==> config.mk <==
export PLATFORM = sky130hd
export DESIGN_NAME = mrc_pipe_sched
export DESIGN_NICKNAME = d
export VERILOG_FILES = /design/src/rtl/mrc_sched_pkg.sv /design/src/rtl/mrc_tag_delay.sv /design/src/rtl/mrc_pipe_sched.sv
export SDC_FILE = /design/constraint.sdc
export NUM_CORES = 1
export LEC_CHECK = 0
export ABC_AREA = 1
export BUFFER_PORTS_ARGS = -buffer_cell sky130_fd_sc_hd__buf_4
export CORE_AREA = 4 4 247 249
export DETAILED_ROUTE_END_ITERATION = 16
export DIE_AREA = 0 0 251 253
export SYNTH_ARGS = -nofsm -noshare
export SYNTH_HDL_FRONTEND = slang
export SYNTH_SLANG_ARGS = --single-unit
==> constraint.sdc <==
create_clock -name clk -period 2.8 [get_ports clk]
set_clock_uncertainty 0.05 [all_clocks]
set_input_delay 0.14 -clock clk [delete_from_list [all_inputs] [get_ports clk]]
set_output_delay 0.14 -clock clk [all_outputs]
set_load 0.02 [all_outputs]
==> src/rtl/mrc_sched_pkg.sv <==
// Shared types and default sizing for the MRC pipe scheduler.
package mrc_sched_pkg;

  localparam int MRC_PAYLOAD_W = 110;
  localparam int MRC_RES_W     = 32;
  // Must equal the summed stage latency of the MRC pipe instance.
  localparam int MRC_PIPE_LAT  = 40;
  localparam int MRC_NREQ      = 4;
  localparam int MRC_MAX_OUTST = 8;
  localparam int MRC_ID_W      = 3;

  typedef struct packed {
    logic                v;
    logic [MRC_ID_W-1:0] id;
  } tag_t;

  typedef enum logic [1:0] {
    IDLE,
    RUN,
    DRAIN
  } sched_state_t;

endpackage

==> src/rtl/mrc_tag_delay.sv <==
// Delay line for requester tags, matched to the MRC pipe latency so each
// tag reaches the tail in the same cycle as its result.
module mrc_tag_delay
  import mrc_sched_pkg::*;
#(
  parameter int DEPTH = MRC_PIPE_LAT + 1
) (
  input  logic clk,
  input  logic reset_n,
  input  tag_t tag_in,
  output tag_t tag_out
);

  tag_t line [DEPTH];

  // NOTE: every stage is cleared on reset, not just the head; a stale valid
  // bit left in the line would retire an operation that no longer exists.
  // NOTE: non-blocking assignments let each stage take its neighbour's
  // pre-edge value, independent of statement order in the loop.
  always_ff @(posedge clk) begin
    if (!reset_n) begin
      for (int i = 0; i < DEPTH; i++) line[i] <= '0;
    end else begin
      line[0] <= tag_in;
      for (int i = 1; i < DEPTH; i++) line[i] <= line[i-1];
    end
  end

  assign tag_out = line[DEPTH-1];

endmodule

==> src/rtl/mrc_pipe_sched.sv <==
// Round-robin scheduler sharing one fixed-latency MRC pipe between NREQ
// requesters, with per-requester credits and flush/drain sequencing.
// Optional MRC_SCHED_PERF_EN adds perf_issue / perf_stall counters.
module mrc_pipe_sched
  import mrc_sched_pkg::*;
#(
  parameter int NREQ      = MRC_NREQ,
  parameter int PAYLOAD_W = MRC_PAYLOAD_W,
  parameter int RES_W     = MRC_RES_W,
  parameter int PIPE_LAT  = MRC_PIPE_LAT,
  parameter int MAX_OUTST = MRC_MAX_OUTST
) (
  input  logic                      clk,
  input  logic                      reset_n,
  input  logic [NREQ-1:0]           req_valid,
  output logic [NREQ-1:0]           req_ready,
  input  logic [NREQ*PAYLOAD_W-1:0] req_data,
  output logic                      pipe_in_valid,
  output logic [PAYLOAD_W-1:0]      pipe_in_data,
  input  logic [RES_W-1:0]          pipe_out_data,
  output logic [NREQ-1:0]           rsp_valid,
  output logic [RES_W-1:0]          rsp_data,
  input  logic                      flush_req,
  output logic                      flush_done,
  output logic                      busy
`ifdef MRC_SCHED_PERF_EN
  ,
  output logic [31:0]               perf_issue,
  output logic [31:0]               perf_stall
`endif
);

  localparam int CNT_W = $clog2(MAX_OUTST + 1);

  sched_state_t          state, state_nxt;
  logic [CNT_W-1:0]      outst [NREQ];
  logic [MRC_ID_W-1:0]   rr_ptr;
  logic [NREQ-1:0]       elig;
  logic [NREQ-1:0]       grant;
  logic [NREQ-1:0]       retire;
  logic                  xfer;
  logic [MRC_ID_W-1:0]   win;
  logic [PAYLOAD_W-1:0]  win_data;
  logic [MRC_ID_W-1:0]   issue_id;
  tag_t                  tag_in;
  tag_t                  tag_tail;

  // Requests are not granted while reset is asserted or the pipe is draining.
  always_comb begin
    for (int i = 0; i < NREQ; i++) begin
      elig[i] = reset_n && req_valid[i] && (outst[i] < CNT_W'(MAX_OUTST)) && (state != DRAIN);
    end
  end

  // NOTE: every output of this block gets a default before any branch, so
  // no path leaves a variable unassigned and no latch is inferred.
  // First pass searches rr_ptr..NREQ-1, second pass wraps to 0..rr_ptr-1.
  always_comb begin
    grant    = '0;
    win      = '0;
    xfer     = 1'b0;
    win_data = '0;
    for (int i = 0; i < NREQ; i++) begin
      if (!xfer && elig[i] && (i >= int'(rr_ptr))) begin
        grant[i] = 1'b1;
        win      = MRC_ID_W'(i);
        xfer     = 1'b1;
      end
    end
    for (int i = 0; i < NREQ; i++) begin
      if (!xfer && elig[i]) begin
        grant[i] = 1'b1;
        win      = MRC_ID_W'(i);
        xfer     = 1'b1;
      end
    end
    for (int i = 0; i < NREQ; i++) begin
      if (grant[i]) win_data = req_data[i*PAYLOAD_W +: PAYLOAD_W];
    end
  end

  assign req_ready = grant;

  always_ff @(posedge clk) begin
    if (!reset_n) begin
      rr_ptr <= '0;
    end else if (xfer) begin
      rr_ptr <= (int'(win) == NREQ - 1) ? '0 : win + 1'b1;
    end
  end

  always_ff @(posedge clk) begin
    if (!reset_n) begin
      pipe_in_valid <= 1'b0;
      pipe_in_data  <= '0;
      issue_id      <= '0;
    end else begin
      pipe_in_valid <= xfer;
      if (xfer) begin
        pipe_in_data <= win_data;
        issue_id     <= win;
      end
    end
  end

  // The tag enters alongside the issue strobe; with PIPE_LAT+1 stages the
  // response registers fire PIPE_LAT+2 clocks after the accept.
  assign tag_in = '{v: pipe_in_valid, id: issue_id};

  mrc_tag_delay #(
    .DEPTH (PIPE_LAT + 1)
  ) u_tag_delay (
    .clk     (clk),
    .reset_n (reset_n),
    .tag_in  (tag_in),
    .tag_out (tag_tail)
  );

  always_comb begin
    for (int i = 0; i < NREQ; i++) begin
      retire[i] = tag_tail.v && (tag_tail.id == MRC_ID_W'(i));
    end
  end

  always_ff @(posedge clk) begin
    if (!reset_n) begin
      rsp_valid <= '0;
      rsp_data  <= '0;
    end else begin
      rsp_valid <= retire;
      if (tag_tail.v) rsp_data <= pipe_out_data;
    end
  end

  // A simultaneous issue and retire for one requester leaves its count as is.
  always_ff @(posedge clk) begin
    if (!reset_n) begin
      for (int i = 0; i < NREQ; i++) outst[i] <= '0;
    end else begin
      for (int i = 0; i < NREQ; i++) begin
        case ({grant[i], retire[i]})
          2'b10:   outst[i] <= outst[i] + 1'b1;
          2'b01:   if (outst[i] != '0) outst[i] <= outst[i] - 1'b1;
          default: ;
        endcase
      end
    end
  end

  always_comb begin
    busy = 1'b0;
    for (int i = 0; i < NREQ; i++) begin
      if (outst[i] != '0) busy = 1'b1;
    end
  end

  always_ff @(posedge clk) begin
    if (!reset_n) state <= IDLE;
    else          state <= state_nxt;
  end

  always_comb begin
    state_nxt  = state;
    flush_done = 1'b0;
    case (state)
      IDLE: begin
        if (flush_req)       state_nxt = DRAIN;
        else if (|req_valid) state_nxt = RUN;
      end
      RUN: begin
        if (flush_req)                  state_nxt = DRAIN;
        else if (!(|req_valid) && !busy) state_nxt = IDLE;
      end
      DRAIN: begin
        if (!busy) begin
          flush_done = 1'b1;
          state_nxt  = IDLE;
        end
      end
      default: state_nxt = IDLE;
    endcase
  end

`ifdef MRC_SCHED_PERF_EN
  always_ff @(posedge clk) begin
    if (!reset_n) begin
      perf_issue <= '0;
      perf_stall <= '0;
    end else begin
      if (xfer && (perf_issue != 32'hFFFF_FFFF)) perf_issue <= perf_issue + 32'd1;
      if ((|req_valid) && !xfer && (perf_stall != 32'hFFFF_FFFF)) perf_stall <= perf_stall + 32'd1;
    end
  end
`else
  // Performance counters are not built in this configuration.
`endif

endmodule

Word-level counts from Yosys, hierarchy flattened:

Memories as Yosys holds them, arrays and structs flattened.
Index checks and enable logic that the tools add are counted.

* bits in registers: 155
* bits in latches: 0
* RAM bits: 180
* bits in read-only memories: 0
* input port bits: 479
* output and inout bits: 153
* logic and storage cells: 255
* memories: 2

* add/sub/neg operators: 9
* $mul: 0
* divide/modulo/power cells: 0
* $lt $le $gt $ge: 8
* equality and inequality tests: 18
* shift-type cells: 0
* muxes and demuxes: 117
* bitwise logic cells: 49
* reductions and logical operators: 45

Memories
* u_tag_delay.line: words 41, bits a word 4, read ports 41, clocked after Yosys merged registers in 0, wr ports 41, line mrc_tag_delay.sv:14 `tag_t line [DEPTH];`
* outst: words 4, bits a word 4, read ports 4, clocked after Yosys merged registers in 0, wr ports 4, line mrc_pipe_sched.sv:36 `logic [CNT_W-1:0] outst [NREQ];`

Operator list (count)
* $mux W110: 4
* $mux W4: 49
* $mux W1: 51
* $or A1 B1 Y1: 49
* $logic_and A1 B1 Y1: 28
* $mux W3: 7
* $add A4 B1 Y4 const B: 4
* $lt A4 B4 Y1 const B: 4
* $reduce_bool A4 Y1: 4
* $sub A4 B1 Y4 const B: 4
* $eq A2 B1 Y1 const B: 5
* $eq A2 B2 Y1 const B: 5
* $mux W2: 5
* $logic_not A1 Y1: 9
* $eq A3 B2 Y1 const B: 2
* $ge A1 B3 Y1 const A: 2
* $ge A2 B3 Y1 const A: 2
* $ne A3 B3 Y1 const B: 2
* $pmux W2 S3: 1
* $ne A2 B2 Y1 const B: 2
* $reduce_or A4 Y1: 1
* $add A3 B1 Y3 const B: 1
* $eq A3 B1 Y1 const B: 1
* $eq A3 B3 Y1 const B: 1
* other kinds (3): 3

Logic depth before layout (Yosys ltp):

Gate-level depths: netlist (run 1).
An unclocked memory read counts as a cell.

* depth after elaboration: 36
* depth in mapped cells: 18
* gate-level depth less buffers: 17

Cells and area by module:

Synthesis (run 1) repeated with hierarchy kept, for this count alone.

* cells, all modules: 2612
* area, all modules: 16180.5 µm²

By module, submodules not included
* mrc_pipe_sched: times used 1, cells an instance 2102, area an instance 11452.2 µm², seq. area each 3543.4 µm²
* mrc_tag_delay: times used 1, cells an instance 510, area an instance 4728.3 µm², seq. area each 3283.1 µm²

Worst setup path before layout (run 1):

No wires, ideal clock.

* path kind: reg-to-reg
* from: register state[1]
* to: memory outst[1][3] (netlist bit) (data pin)
* arrival: 2.355 ns
* required time: 2.604 ns
* slack: 0.249 ns
* stages on the path, launching flop included: 17
* path buffers: 1
* cells stage by stage: dfxtp_1 nand2_2 nand3_1 nand2_1 nor2_1 nand4_1 nand2_2 buf_4 nor2_1 nand2_1 inv_1 ha_1 a21oi_1 nand2_1 xnor2_1 or2_0 a21oi_1

RTL lines
* start, declared: line mrc_pipe_sched.sv:35 `sched_state_t state, state_nxt;`
* start signal, assigned: line mrc_pipe_sched.sv:159 `else state <= state_nxt;`
* end, declared: line mrc_pipe_sched.sv:36

==> results of run 1 <==
cells by family (layout without fill, tap and decap cells):
logic type,count (synthesis),in the layout,synth area share
DFF,292,292,0.404
and+or+nand+nor,1496,1496,0.394
buffers and inverters,611,1685,0.167
adders and majority gates,13,13,0.0125
xor gates and xnor gates,10,10,0.00589
other,0,8,0
AOI/OAI and AO/OA,51,51,0.0173
stage by stage:
stage	area, µm²	total power [mW]	setup slack [ns]	utilization
after global routing	26300	17.0	-0.0341	0.449
after global placement	20400	10.8	0.177	0.347
after CTS	26300	16.1	0.0863	0.448
after detailed placement	20400	10.8	0.127	0.347
final	26300	16.0	0.125	0.449
after floorplan	14900	8.32	0.249	-
critical path: stages, from the launching register on:
cell	delay, ns
dfxtp_1	0.31
inv_1	0.09
nand2_2	0.13
nand3_2	0.17
nand3_1	0.19
nor2_2	0.20
nand4_2	0.15
nand3_1	0.13
inv_1	0.08
ha_1	0.32
a21oi_1	0.15
nand2_1	0.07
xor2_1	0.19
inv_1	0.07
nand2_1	0.08
a21oi_1	0.06
power breakdown:
| part | internal, mW | leakage, nW | total, mW | switching [mW] |
|---|---|---|---|---|
| clock network | 2.74 | 0.575 | 4.61 | 1.87 |
| registers | 4.88 | 2.43 | 5.24 | 0.359 |
| logic | 2.59 | 12.0 | 6.18 | 3.59 |
timing repair:
action                     in CTS  in global routing
resized for setup               1                  3
cloned                          1                  0
setup endpoints to repair       1                  3
hold buffers                  471                  0
buffers inserted                0                  1
pin swaps                       0                  1
hold endpoints to repair      154                  0
per-layer routing:
layer | share of wire | global-route usage | vias up
met5 | 0 | 0 | -
met4 | 0.053 | 0.105 | 0
met3 | 0.080 | 0.0494 | 280
met2 | 0.47 | 0.340 | 919
met1 | 0.39 | 0.229 | 8392
li1 | - | - | 9213
state kept, by name (all words and copies together) (netlist names), 2 cells and up:
register and cells:
rr_ptr 2, outst 16, rsp_data 32, u_tag_delay.line 123, rsp_valid 4, pipe_in_data 110
state 2, issue_id 2
cells in the final DEF, fill, tap and decap left out, drive strengths merged:
cell / count
bufbuf: 1
ha: 10
clkbuf: 54
xor2: 7
or4: 1
o22ai: 1
dlygate4sd3: 471
clkinvlp: 1
fa: 3
o21ai: 39
diode: 8
edfxtp: 16
nand4: 7
buf: 658
nor4: 4
nor2: 91
dfxtp: 276
xnor2: 3
inv: 492
or2: 1
nand3b: 1
nand3: 128
nand2: 1258
clkinv: 7
a21oi: 11
nor3: 5
bufinv: 1
area by class of cell:
type,count,area (µm²)
well taps,773,967
fillers,5683,32400
multi-input cells,1570,6420
clock inverters,11,118
clock buffers,53,1060
diodes,8,20.0
repair buffers,1131,9900
inverters,490,1840
flip-flops and latches,292,6010
worst paths after layout:
kind	start	endpoint	slack (ns)	cells past startpoint
max	state[0]	outst[2][3]	0.12	15
min	req_data[396]	pipe_in_data[66]	0.05	7
max reg2reg	state[0]	outst[2][3]	0.12	15
min reg2reg	u_tag_delay.line[27][0]	u_tag_delay.line[28][0]	0.35	2
==> results.toml, run 1 <==
[run_status]
run_status = "completed"

[place]
gp_congestion = 0.884
dpl.hpwl_um = 41500
portBuffers = 631
placedCellCount = 3783

[synth]
synth_fp_nets = 2965
synth_edf_count = 16
synth_commonest_cells = "nand2_1, inv_1, dfxtp_1"
ys_warn_count = 0
synth_most_common_cell = "nand2_1"
synth_area_mm2 = 0.0149
synth_area_leader_cell = "dfxtp_1"
syn-mean-instance-area_um2 = 6.01
syn_inst = 2473
synthDistinctLibCells = 31
ys_seq_elements = 292
synth_seq_area_share = 0.404
synthArstFlopShare = 0
yosysTopAreaCellShare = 0.372
yosys-top-cells-area = "dfxtp_1, nand2_1, inv_1"
ys.flop_type = "dfxtp_1"

[die]
fp.dieH_um = 253
die_w_um = 251
rows = 89
coreArea_mm2 = 0.0587
start_util = 0.253
pin_count = 632
dieArea_mm2 = 0.0635

[timing]
drv_slew = 0
finalSetupViolCount = 0
worst_slew_margin_rel = 0.339
worst_slew_pin_slew_ns = 0.992
final.period_utilization = 0.955
fin_setup_tns_ns = 0
hold_viol = 0
fmax_mhz = 374
fin_crit_ns = 2.68
hold_ws_ns = 0.0488
rsz0062_at_grt = "true"

[clock_tree]
cts_max_level = 2
cts_buffer_depth = 3
clock-sinks = 292
clk_latency_ns = 0.55
cts_tree = "yes"
cts_root_buffer = "clkbuf_16"
cts-buffers-inserted = 36
path_clk_slew_ns = 0.06

[route]
viasPerCell = 4.34
vias = 18800
detail-route-antenna-nets = 0
wl_per_cell_um = 15.5
drt_wl_total_um = 67100
drtIter0Drc = 1417
drc = 0
drtPass1Iterations = 8

[global_routing]
first_global_vias = 19000
grt_first_pass_wirelength_um = 102000
antenna_found_initial = 5
grt_max_degree = 187
overflow = 0
track_usage = 0.198

[cells_and_area]
drive_gt1_frac = 0.206
area_delta_synth_final_pct = 77.1
final_cells = 4328
nNetsFinal = 4013

[min_path]
hold_path.class = "in2reg"

[setup_path]
crit_type = "reg2reg"
worstSetupStartpointType = "flop"
worstPathMaxFanout = 8
worst_setup_path_end_kind = "flop"
arrival_ns = 2.93
worst_ep_required_time_ns = 3.05

[pwr]
total_leakage_power_nw = 15.0
ir_worst_vdd_mv = 0.445
p_per_area_mw_per_mm2 = 609

[run]
maxCapViolations = 0
(Power assumes the default switching activity.)
==> inputs of run 2 (changes only) <==
--- a/config.mk
+++ b/config.mk
@@ -12,4 +12,5 @@
 export DIE_AREA = 0 0 251 253
 export SYNTH_ARGS = -nofsm -noshare
 export SYNTH_HDL_FRONTEND = slang
+export SYNTH_HIERARCHICAL = 1
 export SYNTH_SLANG_ARGS = --single-unit
==> results.toml, run 2 <==
[setup_path]
worst_setup_path_end_kind = "flop"
cp_common_cell = "nand2_1"
crit_buf_inv = 5
crit_type = "reg2reg"
worst_ep_required_time_ns = 3.26
crit_chain = "inv_2, nand2_4, nand3_1, nand2_1, nor2_4, nand4_1, nand2_4, buf_12, buf_16, nand2_1, nand3_1, nand2_1, dlygate4sd3_1, inv_1"
arrival_ns = 3.12
worstSetupStartpointType = "flop"
cp_top_family = "buffers and inverters"
slowest_delay_ns = 0.55
cp_slowest_cell = "dlygate4sd3_1"
worstPathMaxFanout = 57

[die]
start_util = 0.276
pin_count = 632
fp.dieH_um = 253
rows = 89
coreArea_mm2 = 0.0587
die_w_um = 251
dieArea_mm2 = 0.0635

[pwr]
ir_worst_vdd_mv = 0.400
seq_power_share = 0.334
p_per_area_mw_per_mm2 = 596
combPwrFrac = 0.326
total_leakage_power_nw = 15.8
internal_power_mw = 10.8
p_sw_frac = 0.339
power_switching_mw = 5.53
clock_power_share = 0.340

[clock_tree]
clk_latency_ns = 0.58
cts_tree = "yes"
cts_root_buffer = "clkbuf_16"
cts-buffers-inserted = 40
cts_buffer_depth = 3
path_clk_slew_ns = 0.06
cts_max_level = 2
clock-sinks = 333

[place]
dpl.hpwl_um = 43200
portBuffers = 631
placedCellCount = 3910
placed_cell_area_mm2 = 0.0214
pre_cts_ws_ns = 0.171
gp_congestion = 0.925

[global_routing]
grt_max_degree = 114
overflow = 0
grt_first_pass_wirelength_um = 99000
track_usage = 0.195
first_global_vias = 18100
antenna_found_initial = 5

[route]
vias = 19200
detail-route-antenna-nets = 0
drtPass1Iterations = 8
drt_wl_total_um = 70000
viasPerCell = 4.33
drc = 0
drtIter0Drc = 1325
wl_per_cell_um = 15.8

[timing]
worst_slew_margin_rel = 0.344
fmax_mhz = 375
fin_crit_ns = 2.66
hold_viol = 0
finalSetupViolCount = 0
rsz0062_at_grt = "true"
worst_slew_pin_slew_ns = 0.983
drv_slew = 0
final.period_utilization = 0.952
finalWorstSetupSlack_ns = 0.135

[synth]
ys.flop_type = "dfxtp_1"
ys_seq_elements = 333
synth_edf_count = 16
synthArstFlopShare = 0
ys_warn_count = 6
syn_inst = 2612
synth_most_common_cell = "nand2_1"
yosys-top-cells-area = "dfxtp_1, nand2_1, inv_1"
synth_seq_area_share = 0.422
synth_area_leader_cell = "dfxtp_1"
synth_fp_nets = 3104
yosysTopAreaCellShare = 0.392
synth_commonest_cells = "nand2_1, inv_1, dfxtp_1"
syn-mean-instance-area_um2 = 6.19
synth_area_mm2 = 0.0162
synthDistinctLibCells = 32

[run]
maxCapViolations = 0

[cells_and_area]
drive_gt1_frac = 0.208
final_util = 0.466
area_delta_synth_final_pct = 69.1
largest_register_ffs = 164
fin_area_mm2 = 0.0274
final_common_cell = "nand2_1"
final_cells = 4429
regMostFlops = "u_tag_delay/line"
multiInputGateArea_mm2 = 0.00661
reg_top3 = "u_tag_delay/line: 164 flops, pipe_in_data: 110 flops, rsp_data: 32 flops"
n_fill_cell = 5709
regArea_mm2 = 0.00683
final_cell_mix = "nand2_1, buf_4, inv_1"
nNetsFinal = 4111

[run_status]
run_status = "completed"

[min_path]
hold_path.class = "in2reg"
[run 2: cell types whose count changed in the layout (fill, tap and decap cells not counted), sizes merged, moves of 3 or more]
cell | previous run | this run
buf | 658 | 661
bufinv | 1 | 4
clkbuf | 54 | 51
clkinv | 7 | 14
clkinvlp | 1 | 5
dfxtp | 276 | 317
dlygate4sd3 | 471 | 426
inv | 492 | 537
nand2 | 1258 | 1104
nor2 | 91 | 301
nor4 | 4 | 1
[run 2: worst paths after layout]
kind / endpoint / depth (start not counted) / from / slack (ns)
min: pipe_in_data[46] / 7 / req_data[46] / 0.04
min reg2reg: u_tag_delay/line[25][0] / 2 / u_tag_delay/line[24][0] / 0.34
max reg2reg: pipe_in_data[96] / 14 / state[0] / 0.14
max: pipe_in_data[96] / 14 / state[0] / 0.14
[run 2: area by class of cell]
cell class | instances | area share
tap | 773 | 0.0353
clock buffer | 46 | 0.0404
inverter | 533 | 0.0733
antenna | 6 | 0.000549
timing repair buffer | 1092 | 0.347
clock inverter | 27 | 0.0122
multi-input combinational | 1619 | 0.241
sequential | 333 | 0.250
[run 2: cells by family after synthesis]
family,Yosys count,share of synthesized area
compound gates,48,0.0148
xor+xnor,10,0.00541
fa+ha+maj,13,0.0114
buf+inv,660,0.174
flops,333,0.422
other cells,1,0.000232
simple gates,1547,0.372
[run 2: worst reg2reg max path, delay by kind of cell, from the launching register on]
kind / cells / cell delay, ns
buffers and inverters: 5 / 1.08
DFF: 1 / 0.33
and+or+nand+nor: 9 / 1.13
[run 2: what timing repair did]
action                                  in CTS  in global routing
hold buffers                               426                  0
endpoints found under the setup margin       0                 30
setup buffers                                0                  9
hold endpoints to repair                   147                  0
resized for setup                            0                 13
[run 2: power by group through the flow]
stage	Combinational, mW	Clock, mW	Sequential, mW
detailed placement	4.47	0	5.54
finish	5.33	5.54	5.45
global route	5.80	5.92	5.49
CTS	5.11	5.73	5.44
floorplan	2.18	0	5.95
global placement	4.47	0	5.53
[run 2: per-layer routing]
layer | global-route usage | vias to the layer above | wire [µm]
li1 | - | 9478 | -
met1 | 0.223 | 8562 | 27000
met2 | 0.329 | 899 | 32600
met3 | 0.0541 | 244 | 6070
met4 | 0.109 | 0 | 4310
met5 | 0 | - | 0
[run 2: through the flow]
| stage | hold WS, ns | power, mW | TNS, ns |
|---|---|---|---|
| after floorplan | 0.225 | 8.13 | 0 |
| after global placement | 0.312 | 10.0 | 0 |
| after detailed placement | 0.316 | 10.0 | 0 |
| after CTS | 0.00317 | 16.3 | 0 |
| after global routing | 0.00724 | 17.2 | -0.0664 |
| final | 0.0443 | 16.3 | 0 |
==> inputs of run 3 (changes only) <==
==> constraint.sdc (replaced) <==
create_clock -name clk -period 3 [get_ports clk]
set_clock_uncertainty 0.05 [all_clocks]
set_input_delay 0.15 -clock clk [delete_from_list [all_inputs] [get_ports clk]]
set_output_delay 0.15 -clock clk [all_outputs]
set_load 0.02 [all_outputs]
==> results.toml, run 3 (synthesis results as in run 2) <==
[run_status]
run_status = "completed"

[global_routing]
track_usage = 0.183
grt_max_degree = 211
antenna_found_initial = 8
first_global_vias = 16800
overflow = 0
grt_first_pass_wirelength_um = 92900

[die]
die_w_um = 251
coreArea_mm2 = 0.0587
pin_count = 632
dieArea_mm2 = 0.0635
fp.dieH_um = 253
start_util = 0.276
rows = 89

[place]
placedCellCount = 3911
gp_congestion = 0.916
dpl.hpwl_um = 42900
portBuffers = 631

[pwr]
total_leakage_power_nw = 15.0
power_mw = 15.1
ir_worst_vdd_mv = 0.324
p_per_area_mw_per_mm2 = 592

[cells_and_area]
largest_register_ffs = 164
final_cell_mix = "nand2_1, buf_4, inv_1"
nNetsFinal = 3931
final_cells = 4248
area_delta_synth_final_pct = 57.2
regMostFlops = "u_tag_delay/line"
drive_gt1_frac = 0.212
n_fill_cell = 6152
final_common_cell = "nand2_1"
final_util = 0.433
reg_top3 = "u_tag_delay/line: 164 flops, pipe_in_data: 110 flops, rsp_data: 32 flops"

[clock_tree]
cts_root_buffer = "clkbuf_16"
cts_buffer_depth = 3
clk_latency_ns = 0.56
clock-sinks = 333
cts_max_level = 2
path_clk_slew_ns = 0.06
cts-buffers-inserted = 39
cts_tree = "yes"

[timing]
final.period_utilization = 0.948
drv_slew = 0
fmax_mhz = 352
hold_viol = 0
worst_slew_margin_rel = 0.348
finalSetupViolCount = 0
worst_slew_pin_slew_ns = 0.977
fin_setup_tns_ns = 0
fin_crit_ns = 2.84
rsz0062_at_grt = "false"

[route]
drtPass1Iterations = 5
detail-route-antenna-nets = 0
drtIter0Drc = 1023
drt_wl_total_um = 63600
wl_per_cell_um = 15.0
drc = 0
viasPerCell = 4.21
vias = 17900

[run]
maxCapViolations = 0

[min_path]
hold_path.class = "in2reg"

[setup_path]
crit_type = "reg2reg"
worstSetupStartpointType = "flop"
worst_ep_required_time_ns = 3.45
arrival_ns = 3.29
worst_setup_path_end_kind = "flop"
worstPathMaxFanout = 113
r2r_slack_ns = 0.16
run 3: layout make-up:
class	instances	area [µm²]	area share
tap	773	967	0.0380
antenna	8	20.0	0.000787
sequential	333	6830	0.268
timing repair buffer	913	7690	0.302
inverter	533	2010	0.0789
clock inverter	18	238	0.00935
multi-input combinational	1619	6600	0.260
clock buffer	51	1080	0.0425
run 3: what timing repair did:
action                     4_1_cts  5_1_grt
resized for setup                0        7
hold endpoints to repair       152        0
setup endpoints to repair        0      100
hold buffers                   256        0
buffers inserted                 0        2
run 3: stage by stage:
stage          hold slack, ns  instance area, µm²  worst slack [ns]
2_1_floorplan           0.235               16200             0.416
3_3_place_gp            0.324               21400             0.253
3_5_place_dp            0.327               21400             0.254
4_1_cts                 0.191               25300            0.0400
5_1_grt                 0.295               25400            0.0103
6_report                0.229               25400             0.157
run 3: path summary, 6_finish.rpt:
check / start / cells past startpoint / to
max: state[1] / 12 / pipe_in_data[89]
min: req_valid[3] / 9 / issue_id[1]
max reg2reg: state[1] / 12 / pipe_in_data[89]
min reg2reg: u_tag_delay/line[37][1] / 2 / u_tag_delay/line[38][1]
run 3: critical path, cell delays in order (launching register included):
cell           delay, ns
dfxtp_1             0.43
nand2_4             0.12
nand3_4             0.12
nand2_1             0.11
nor2_4              0.15
nand4_1             0.15
nand2_4             0.12
buf_16              0.42
nand2_1             0.22
nand3_1             0.13
dlygate4sd3_1       0.55
nand2_1             0.05
inv_1               0.04
run 3: report_power, final:
group	internal [mW]	switching, mW
sequential	4.86	0.223
combinational	2.37	2.73
clock	2.91	1.96
run 3: per-layer routing:
layer / up-vias / track usage / wire length (µm) / part of all wire
met1: 8042 / 0.218 / 25900 / 0.41
li1: 9126 / - / - / -
met2: 592 / 0.314 / 30000 / 0.47
met5: - / 0 / 0 / 0
met3: 121 / 0.0442 / 4600 / 0.072
met4: 0 / 0.0831 / 3020 / 0.048
